<file path="src/rtl/pwm_pkg.sv">
// ---------------------------------------------------------------------------
// pwm_pkg
// Shared defaults for the PWM block and its prescaler.
//   PWM_R_DEF          : default duty resolution in bits (period = 2^R ticks)
//   PWM_TIMER_BITS_DEF : default prescaler width
// ---------------------------------------------------------------------------
package pwm_pkg;

    localparam int PWM_R_DEF          = 8;
    localparam int PWM_TIMER_BITS_DEF = 8;

endpackage : pwm_pkg

</file>
<file path="src/rtl/pwm_timer.sv">
// ---------------------------------------------------------------------------
// pwm_timer
// Programmable prescaler: produces a one-clock tick every final_value+1
// clocks.
// Ports:
//   clk_in      : clock, rising edge
//   rst_n       : asynchronous active-low reset
//   final_value : terminal count (tick period = final_value+1 clocks)
//   tick        : high for the cycle in which the timer wraps
// ---------------------------------------------------------------------------
module pwm_timer
    import pwm_pkg::*;
#(
    parameter int TIMER_BITS = PWM_TIMER_BITS_DEF
) (
    input  logic                  clk_in,
    input  logic                  rst_n,
    input  logic [TIMER_BITS-1:0] final_value,
    output logic                  tick
);

    logic [TIMER_BITS-1:0] timer_r;
    logic                  wrap_s;

    // A ">=" compare (not "==") means that lowering final_value below the
    // current count wraps on the next clock instead of rolling all the way
    // round the counter.
    assign wrap_s = (timer_r >= final_value);
    assign tick   = wrap_s;

    // Prescaler count register.
    always_ff @(posedge clk_in or negedge rst_n) begin
        if (!rst_n) begin
            timer_r <= {TIMER_BITS{1'b0}};
        end else if (wrap_s) begin
            timer_r <= {TIMER_BITS{1'b0}};
        end else begin
            timer_r <= timer_r + TIMER_BITS'(1);
        end
    end

endmodule : pwm_timer

</file>
<file path="src/rtl/pwm.sv">
// ---------------------------------------------------------------------------
// pwm
// Pulse-width modulator. A prescaler tick advances an R-bit duty counter;
// the output is high while the counter is below the duty value.
// PWM period = 2^R * (final_value+1) clocks,
// high time  = duty_cycle * (final_value+1) clocks.
// Ports:
//   duty_cycle  : high ticks per period (0 .. 2^R-1)
//   final_value : prescaler terminal count
//   clk_in      : clock, rising edge
//   rst_n       : asynchronous active-low reset
//   pwm_out     : registered PWM waveform
// Build option:
//   PWM_DUTY_LATCH_EN : when defined, duty_cycle is captured into a shadow
//                       register at each period start (and on reset release)
//                       so that duty updates never produce partial periods.
//                       When undefined, the live duty_cycle is compared.
// ---------------------------------------------------------------------------
module pwm
    import pwm_pkg::*;
#(
    parameter int R          = PWM_R_DEF,
    parameter int TIMER_BITS = PWM_TIMER_BITS_DEF
) (
    input  logic [R-1:0]          duty_cycle,
    input  logic [TIMER_BITS-1:0] final_value,
    input  logic                  clk_in,
    input  logic                  rst_n,
    output logic                  pwm_out
);

    logic         tick_s;
    logic [R-1:0] count_r;
    logic [R-1:0] duty_eff_s;
    logic         high_s;

    pwm_timer #(
        .TIMER_BITS (TIMER_BITS)
    ) u_timer (
        .clk_in      (clk_in),
        .rst_n       (rst_n),
        .final_value (final_value),
        .tick        (tick_s)
    );

    // Duty counter: advances once per prescaler tick, wraps naturally.
    always_ff @(posedge clk_in or negedge rst_n) begin
        if (!rst_n) begin
            count_r <= {R{1'b0}};
        end else if (tick_s) begin
            count_r <= count_r + R'(1);
        end else begin
            count_r <= count_r;
        end
    end

`ifdef PWM_DUTY_LATCH_EN
    logic [R-1:0] shadow_r;
    logic         load_r;   // set only for the first clock after reset release

    // Shadow duty register: loaded on reset release and when the counter
    // wraps to 0, so each period uses one consistent duty value.
    always_ff @(posedge clk_in or negedge rst_n) begin
        if (!rst_n) begin
            shadow_r <= {R{1'b0}};
            load_r   <= 1'b1;
        end else begin
            load_r <= 1'b0;
            if (load_r || (tick_s && (count_r == {R{1'b1}}))) begin
                shadow_r <= duty_cycle;
            end else begin
                shadow_r <= shadow_r;
            end
        end
    end

    // On the release clock the shadow still holds its reset value, so the
    // live duty is used for that one compare to keep the first period whole.
    always_comb begin
        duty_eff_s = shadow_r;
        if (load_r) begin
            duty_eff_s = duty_cycle;
        end else begin
            duty_eff_s = shadow_r;
        end
    end
`else
    // Live duty value feeds the compare directly.
    always_comb begin
        duty_eff_s = duty_cycle;
    end
`endif

    // Unsigned R-bit compare; duty 2^R-1 still leaves one low tick.
    always_comb begin
        high_s = 1'b0;
        if (count_r < duty_eff_s) begin
            high_s = 1'b1;
        end else begin
            high_s = 1'b0;
        end
    end

    // Output flop: pwm_out lags the compare by one clock.
    always_ff @(posedge clk_in or negedge rst_n) begin
        if (!rst_n) begin
            pwm_out <= 1'b0;
        end else begin
            pwm_out <= high_s;
        end
    end

endmodule : pwm

</file>
<file path="config.mk">
export PLATFORM = sky130hd
export DESIGN_NAME = pwm
export DESIGN_NICKNAME = d
export VERILOG_FILES = /design/src/rtl/pwm_pkg.sv /design/src/rtl/pwm_timer.sv /design/src/rtl/pwm.sv
export SDC_FILE = /design/constraint.sdc
export NUM_CORES = 1
export LEC_CHECK = 0
export CAP_MARGIN = 20
export CORE_ASPECT_RATIO = 0.7
export CORE_MARGIN = 1.5
export CORE_UTILIZATION = 55
export CTS_BUF_LIST = sky130_fd_sc_hd__clkbuf_8
export CTS_CLUSTER_SIZE = 25
export DETAILED_ROUTE_END_ITERATION = 12
export DONT_BUFFER_PORTS = 1
export HOLD_SLACK_MARGIN = 0.02
export PLACE_DENSITY = 0.7
export SYNTH_ARGS = -nofsm -noshare
export SYNTH_HDL_FRONTEND = slang
export SYNTH_SLANG_ARGS = --single-unit
export TNS_END_PERCENT = 10
</file>
<file path="constraint.sdc">
create_clock -name clk_in -period 5.1 [get_ports clk_in]
set_input_delay 0.765 -clock clk_in [delete_from_list [all_inputs] [get_ports clk_in]]
set_output_delay 0.765 -clock clk_in [all_outputs]
set_load 0.03 [all_outputs]
</file>
==> impl_results.md, run 1 <==
* Remaining DRCs at 0
* Data arrival time of the worst path at 2.31 ns
* Initial Util at 0.589
* Starting DRT DRC Count at 11
* RSZ-0062 raised after global routing: no
* Inserted Diodes at 0
* Global-route wire length before repair at 3070 um
* GRT busiest layer: met2
* Placer Congestion at about 0.7
* CP Data Required Time at 5.23 ns
* Final hold violation count at 0
* Area of the multi-input gates at roughly 600 sq um
* Tmin final at about 2.2 ns
* Die H at 40.5 um
* Seq pwr share at 0.433
* Final instance area at approximately 0.0012 sq mm
* Met3 Use GR at 0.0677
* Yosys warnings at 0
* Full die area at 0.00229 sq mm
* Synthesized Nets at about 140
* Worst R2R Start: u_timer.timer_r[5]$_DFF_PN0_
* Crit path max fanout at 16
* CTS Root Cell: clkbuf_8
* Comb pwr share at 0.380
* Final setup violation count at 0
* Met1 Use GR at 0.252
* Clock-pin slew on the worst setup and hold paths at approximately 0.060 ns
* Fillcell total at roughly 160
* Fin. max-slew vios at 0
* Initial antenna violation count at 0
* CP Capture Type: flop
* Clk buf depth at 2
* # IOs at 19
* Postcts setup bufs at 0
* CTS tree: done
* Synth Flop Type: dfrtp_1
* R2R setup slack at about 3 ns
* VDD IR-drop max at ~250 uV
* R2R depth at 4
* Library cells used by synthesis at 23
* DP Area at 0.00112 sq mm
* Relative slew slack at 0.565
* RR Endpoint: count_r[1]$_DFFE_PN0P_
* Post-synth EDFFs at 0
* Seq cells post-synth at 17
* Worst hold slack at 0.202 ns
* Vias in the first global route at between 600 and 700
* Post-CTS Resized at 0
* Met2 Use GR at 0.282
* Final WL at between 1500 and 2000 um
* Number of nets in the layout at ~150
* Drt pass-1 iters at 4
* Die X at roughly 57 um
* Post-DRT Antenna Nets at 0
* PD cells at between 400 and 500 mW/mm^2
* Internal power at between 300 and 400 uW
* Reg area at between 400 and 500 sq um
* Global route total overflow at 0
* DP HPWL at approximately 1400 um
* GRT Total Usage at 0.185
* Critical path startpoint category: primary input
* Cells after synthesis at between 100 and 150
* Via-to-Cell Ratio at 5.42
* H-tree Lvls at 1
* Largest net degree at the start of global routing at 18
* CORE AREA at 0.00187 sq mm
* Clock power share at 0.187
* Switch Pwr at ~190 uW
* Outcome: complete, no violations
* Area overhead of the layout relative to synthesis at 5.56%
* Worst slew pin tran at about 0.65 ns
* Post-Route Setup TNS at 0 ns
* Wire per inst at around 13 um
* Final worst-path cycle share at 0.427
* Share of layout cells above drive strength 1 at 0.0734
* # rows at 13
* HP Class: primary input to async pin
* Via Count at 710
* Clock Latency Late Sink at ~0.25 ns
* Final core occ at 0.622
* Max Clock Freq at between 400 and 500 MHz
* Seq/Total Area, Yosys at 0.386
* Switch share at 0.365
* Ys async rst share at 1.00
* Setup slack at placement at ~2.6 ns
* Clk sinks at 17
* # port buffers at 0
* Hold Buf Count CTS at 0
* Avg Inst Size Synth at roughly 10 sq um
* Critical path class: primary input to flop
* Final WS setup at 2.92 ns
* Synthesized cell area at about 0.0011 sq mm
* Leak at between 0.0006 and 0.0007 uW
* Number of max-cap violations at 0
* TritonCTS buffer count at 3
* Fin Clk Skew at between 0.003 and 0.004 ns
[stage by stage]
step,total power [uW],instances
4_1_cts,519,131
2_1_floorplan,378,106
3_3_place_gp,406,127
3_5_place_dp,419,127
6_report,511,131
5_1_grt,565,131
[kinds of logic after synthesis]
group           count (synthesis)  share of synthesized area
buf+inv                        17                     0.0647
mux                             1                     0.0102
xor+xnor                       13                      0.103
flops                          17                      0.386
simple gates                   28                      0.135
fa+ha+maj                      17                      0.193
compound gates                 13                      0.108
[area by class of cell]
cell class                 count  area share
clock inverter                 1     0.00323
multi-input combinational     72       0.520
clock buffer                   3      0.0355
tap                           22      0.0237
sequential                    17       0.366
inverter                      16      0.0516
[critical path, stage by stage]
cell and delay, ns:
inv_1 0.02, ha_1 0.31, nand4_1 0.16, o31ai_4 0.65, mux2_2 0.41
[state kept, by name, summed over array words and instances (netlist names)]
register and count:
count_r 8, pwm_out 1, u_timer.timer_r 8
[power groups by stage]
stage,registers [uW],logic [uW],clock network (uW)
final,222,194,95.7
after global routing,230,229,107
after CTS,221,199,99.2
after detailed placement,224,196,0
after global placement,222,184,0
after floorplan,212,167,0
[metal layers]
metal	wire length, um	up-vias
met5	0	-
met1	853	327
met3	74	2
li1	-	368
met4	16	0
met2	759	13
[synthesized netlist by cell type (2+ instances only)]
cell	number	share of area
nand2_1	2	0.0068
xnor2_1	8	0.064
nor2_1	9	0.031
a21oi_1	4	0.018
and3_1	4	0.023
nand3_1	5	0.023
xor2_1	5	0.040
nand4_1	5	0.028
o21a_1	3	0.020
dfrtp_1	17	0.39
ha_1	17	0.19
inv_1	16	0.054
[layout by cell type, fill, tap and decap left out, types with 2 or more instances in the layout]
master and count:
xnor2_1 8, dfrtp_1 17, nand3_1 5, ha_1 17, nor2_1 9, xor2_1 5
nand4_1 5, clkbuf_8 3, a21oi_1 4, o21a_1 3, inv_1 17, and3_1 4
nand2_1 2
[worst max path at each step]
| stage | start | cells after the start | to |
|---|---|---|---|
| after floorplan | final_value[0] | 6 | count_r[0]$_DFFE_PN0P_ |
| final | final_value[7] | 5 | count_r[1]$_DFFE_PN0P_ |
| after CTS | final_value[7] | 5 | count_r[1]$_DFFE_PN0P_ |
| after global routing | final_value[7] | 6 | count_r[7]$_DFFE_PN0P_ |
| after global placement | final_value[7] | 5 | count_r[1]$_DFFE_PN0P_ |
| after detailed placement | final_value[7] | 6 | count_r[7]$_DFFE_PN0P_ |
No activity file was read; power rests on OpenSTA's default activity.
==> run 2, diff against run 1 <==
--- a/config.mk
+++ b/config.mk
@@ -14,7 +14,7 @@
 export DETAILED_ROUTE_END_ITERATION = 12
 export DONT_BUFFER_PORTS = 1
 export HOLD_SLACK_MARGIN = 0.02
-export PLACE_DENSITY = 0.7
+export PLACE_DENSITY = 0.73
 export SYNTH_ARGS = -nofsm -noshare
 export SYNTH_HDL_FRONTEND = slang
 export SYNTH_SLANG_ARGS = --single-unit
==> constraint.sdc (replaced) <==
create_clock -name clk_in -period 1.77 [get_ports clk_in]
set_input_delay 0.2655 -clock clk_in [delete_from_list [all_inputs] [get_ports clk_in]]
set_output_delay 0.2655 -clock clk_in [all_outputs]
set_load 0.03 [all_outputs]
==> run 2 against run 1 <==
  * The run now ends with setup timing left
  * Hold slack improved by 0.16 ns
  * Sequential power rose to 2.7 times the previous value
  * Total power grew to 3.4 times the previous value
  * Global-route usage rose by 2.4 points
  * Clock skew rose by 0.0074 ns
  * Flip-flop and latch count is the same
  * Critical path type is now flop to flop
  * Critical endpoint unchanged
  * Largest cell class unchanged
  * Highest routed layer unchanged
==> impl_results.md, run 2 (synthesized netlist as in run 1, its figures left out) <==
* Leak at 0.000683 uW
* Top routing layer in use: met4
* Data arrival time of the worst path at 1.98 ns
* Die X at approximately 57 um
* Final hold violation count at 0
* Fin Clk Skew at 0.0113 ns
* Post-Route Setup TNS at -0.157 ns
* Registers with the most flip-flops: count_r x8, u_timer.timer_r x8, pwm_out x1
* Initial Util at 0.589
* CTS Root Cell: clkbuf_8
* Relative slew slack at 0.500
* Slowest CP cell: dfrtp_1
* VDD IR-drop max at ~900 uV
* Seq pwr share at 0.346
* Largest net degree at the start of global routing at 18
* Clk sinks at 17
* Comb pwr share at 0.487
* Worst R2R Start: u_timer.timer_r[0]$_DFF_PN0_
* H-tree Lvls at 1
* Initial antenna violation count at 0
* Remaining DRCs at 0
* Final core occ at 0.716
* CP cell instances: inv_2 -> ha_4 -> nand2b_4 -> a2111oi_4 -> buf_4 -> o31ai_4 -> mux2_4
* Global-route wire length before repair at 3360 um
* # port buffers at 0
* Critical path startpoint category: flop
* PD cells at ~1300 mW/mm^2
* Placed cells at approximately 140
* Drt pass-1 iters at 4
* Violations in the final reports: setup timing
* # IOs at 19
* Full die area at 0.00229 sq mm
* Clock power share at 0.167
* Internal power at roughly 1100 uW
* Met2 wire len at around 1100 um
* Hold Path Depth at 4
* Final worst-path cycle share at 1.04
* CTS tree: done
* Wire per inst at ~15 um
* Reg area at approximately 430 sq um
* Number of nets in the layout at 160
* Clock-pin slew on the worst setup and hold paths at 0.07 ns
* Number of max-cap violations at 0
* GRT Total Usage at 0.208
* Starting DRT DRC Count at 9
* Switch Pwr at about 650 uW
* Commonest cells after routing, fill and taps aside: dfrtp_1 (17), inv_1 (15), ha_1 (14)
* Share of layout cells above drive strength 1 at 0.226
* RR Endpoint: count_r[1]$_DFFE_PN0P_
* RSZ-0062 raised after global routing: yes
* R2R depth at 7
* Area overhead of the layout relative to synthesis at 21.5%
* Crit path max fanout at 5
* CORE AREA at 0.00187 sq mm
* Area of the multi-input gates at about 670 sq um
* Outcome: finished, violations left
* Clk buf depth at 2
* Final WS setup at -0.0764 ns
* # rows at 13
* Die H at 40.5 um
* Inserted Diodes at 0
* CP Data Required Time at around 1.9 ns
* Switch share at 0.372
* Fin cells at 146
* Fin. max-slew vios at 0
* Worst hold endpoint: pwm_out$_DFF_PN0_
* Placer Congestion at approximately 0.76
* Vias in the first global route at 755
* R2R setup slack at -0.08 ns
* Global route total overflow at 0
* Post-DRT Antenna Nets at 0
* Setup slack at placement at -0.0769 ns
* Fillcell total at around 130
* Launch point of the worst path: u_timer.timer_r[0]$_DFF_PN0_
* Via Count at just under 800
* CP Capture Type: flop
* Most common cell after layout, fill and taps aside: dfrtp_1
* Tmin final at roughly 1.8 ns
* HP Class: primary input to flop
* Max incr delay on CP at 0.39 ns
* DP HPWL at 1540 um
* Power after layout at 1750 uW
* Critical path class: flop to flop
* Clock Latency Late Sink at 0.26 ns
* Via-to-Cell Ratio at approximately 5.4
* Final WL at roughly 2100 um
* Max Clock Freq at approximately 540 MHz
* Final setup violation count at 7
* Worst slew pin tran at approximately 0.75 ns
* Met3 wire length at around 62 um
* Hold_sp: duty_cycle[7]
* Met1 Wirelength at between 900 and 1000 um
* TritonCTS buffer count at 3
==> run 2: changes by cell type in the layout (fill, tap and decap cells not counted), sizes merged <==
cell	previous run	this run
buf	0	13
clkinv	0	1
dlygate4sd3	0	1
inv	17	16
o31ai	1	2
==> run 2: worst max-delay path by stage <==
stage,end,depth (start not counted)
detailed placement,count_r[1]$_DFFE_PN0P_,4
global placement,count_r[1]$_DFFE_PN0P_,6
global route,count_r[1]$_DFFE_PN0P_,7
floorplan,count_r[0]$_DFFE_PN0P_,7
CTS,count_r[1]$_DFFE_PN0P_,6
finish,count_r[1]$_DFFE_PN0P_,7
==> run 2: worst max-delay path: cells and delay by family, from the launching register on <==
kind            cells  cell delay (ns)
flops               1             0.39
mux                 1             0.32
buf+inv             2             0.25
simple gates        1             0.14
fa+ha+maj           1             0.19
compound gates      2             0.45
==> run 2: cell type report <==
| class | instances | area share |
|---|---|---|
| Multi-Input combinational cell | 73 | 0.502 |
| Sequential cell | 17 | 0.318 |
| Timing Repair Buffer | 14 | 0.0804 |
| Inverter | 16 | 0.0449 |
| Clock buffer | 3 | 0.0308 |
| Tap cell | 22 | 0.0206 |
| Clock inverter | 1 | 0.00374 |
==> run 2: power groups by stage <==
stage | clock network [uW] | logic [uW] | registers, uW
after detailed placement | 0 | 720 | 607
after global routing | 311 | 952 | 616
after floorplan | 0 | 481 | 610
final | 292 | 849 | 604
after CTS | 299 | 792 | 600
after global placement | 0 | 683 | 598
==> run 2: per-stage QoR <==
stage / hold slack [ns] / area (sq um)
2_1_floorplan: -0.0301 / 1100
3_3_place_gp: -0.0297 / 1190
3_5_place_dp: -0.0298 / 1190
4_1_cts: 0.373 / 1280
5_1_grt: 0.386 / 1340
6_report: 0.359 / 1340
==> run 2: routing by layer <==
| layer | vias up | GRT usage |
|---|---|---|
| met5 | - | 0 |
| met4 | 0 | 0.0714 |
| met3 | 4 | 0.0677 |
| met2 | 10 | 0.381 |
| met1 | 377 | 0.240 |
| li1 | 396 | - |
==> run 2: what timing repair did <==
item                                    4_1_cts  5_1_grt
pin swaps                                     5        4
gates resized for setup                       1        6
buffers inserted                              2        1
endpoints found under the setup margin        7       15
cloned                                        1        0
hold endpoints to repair                     17        0
hold buffers                                  1        0
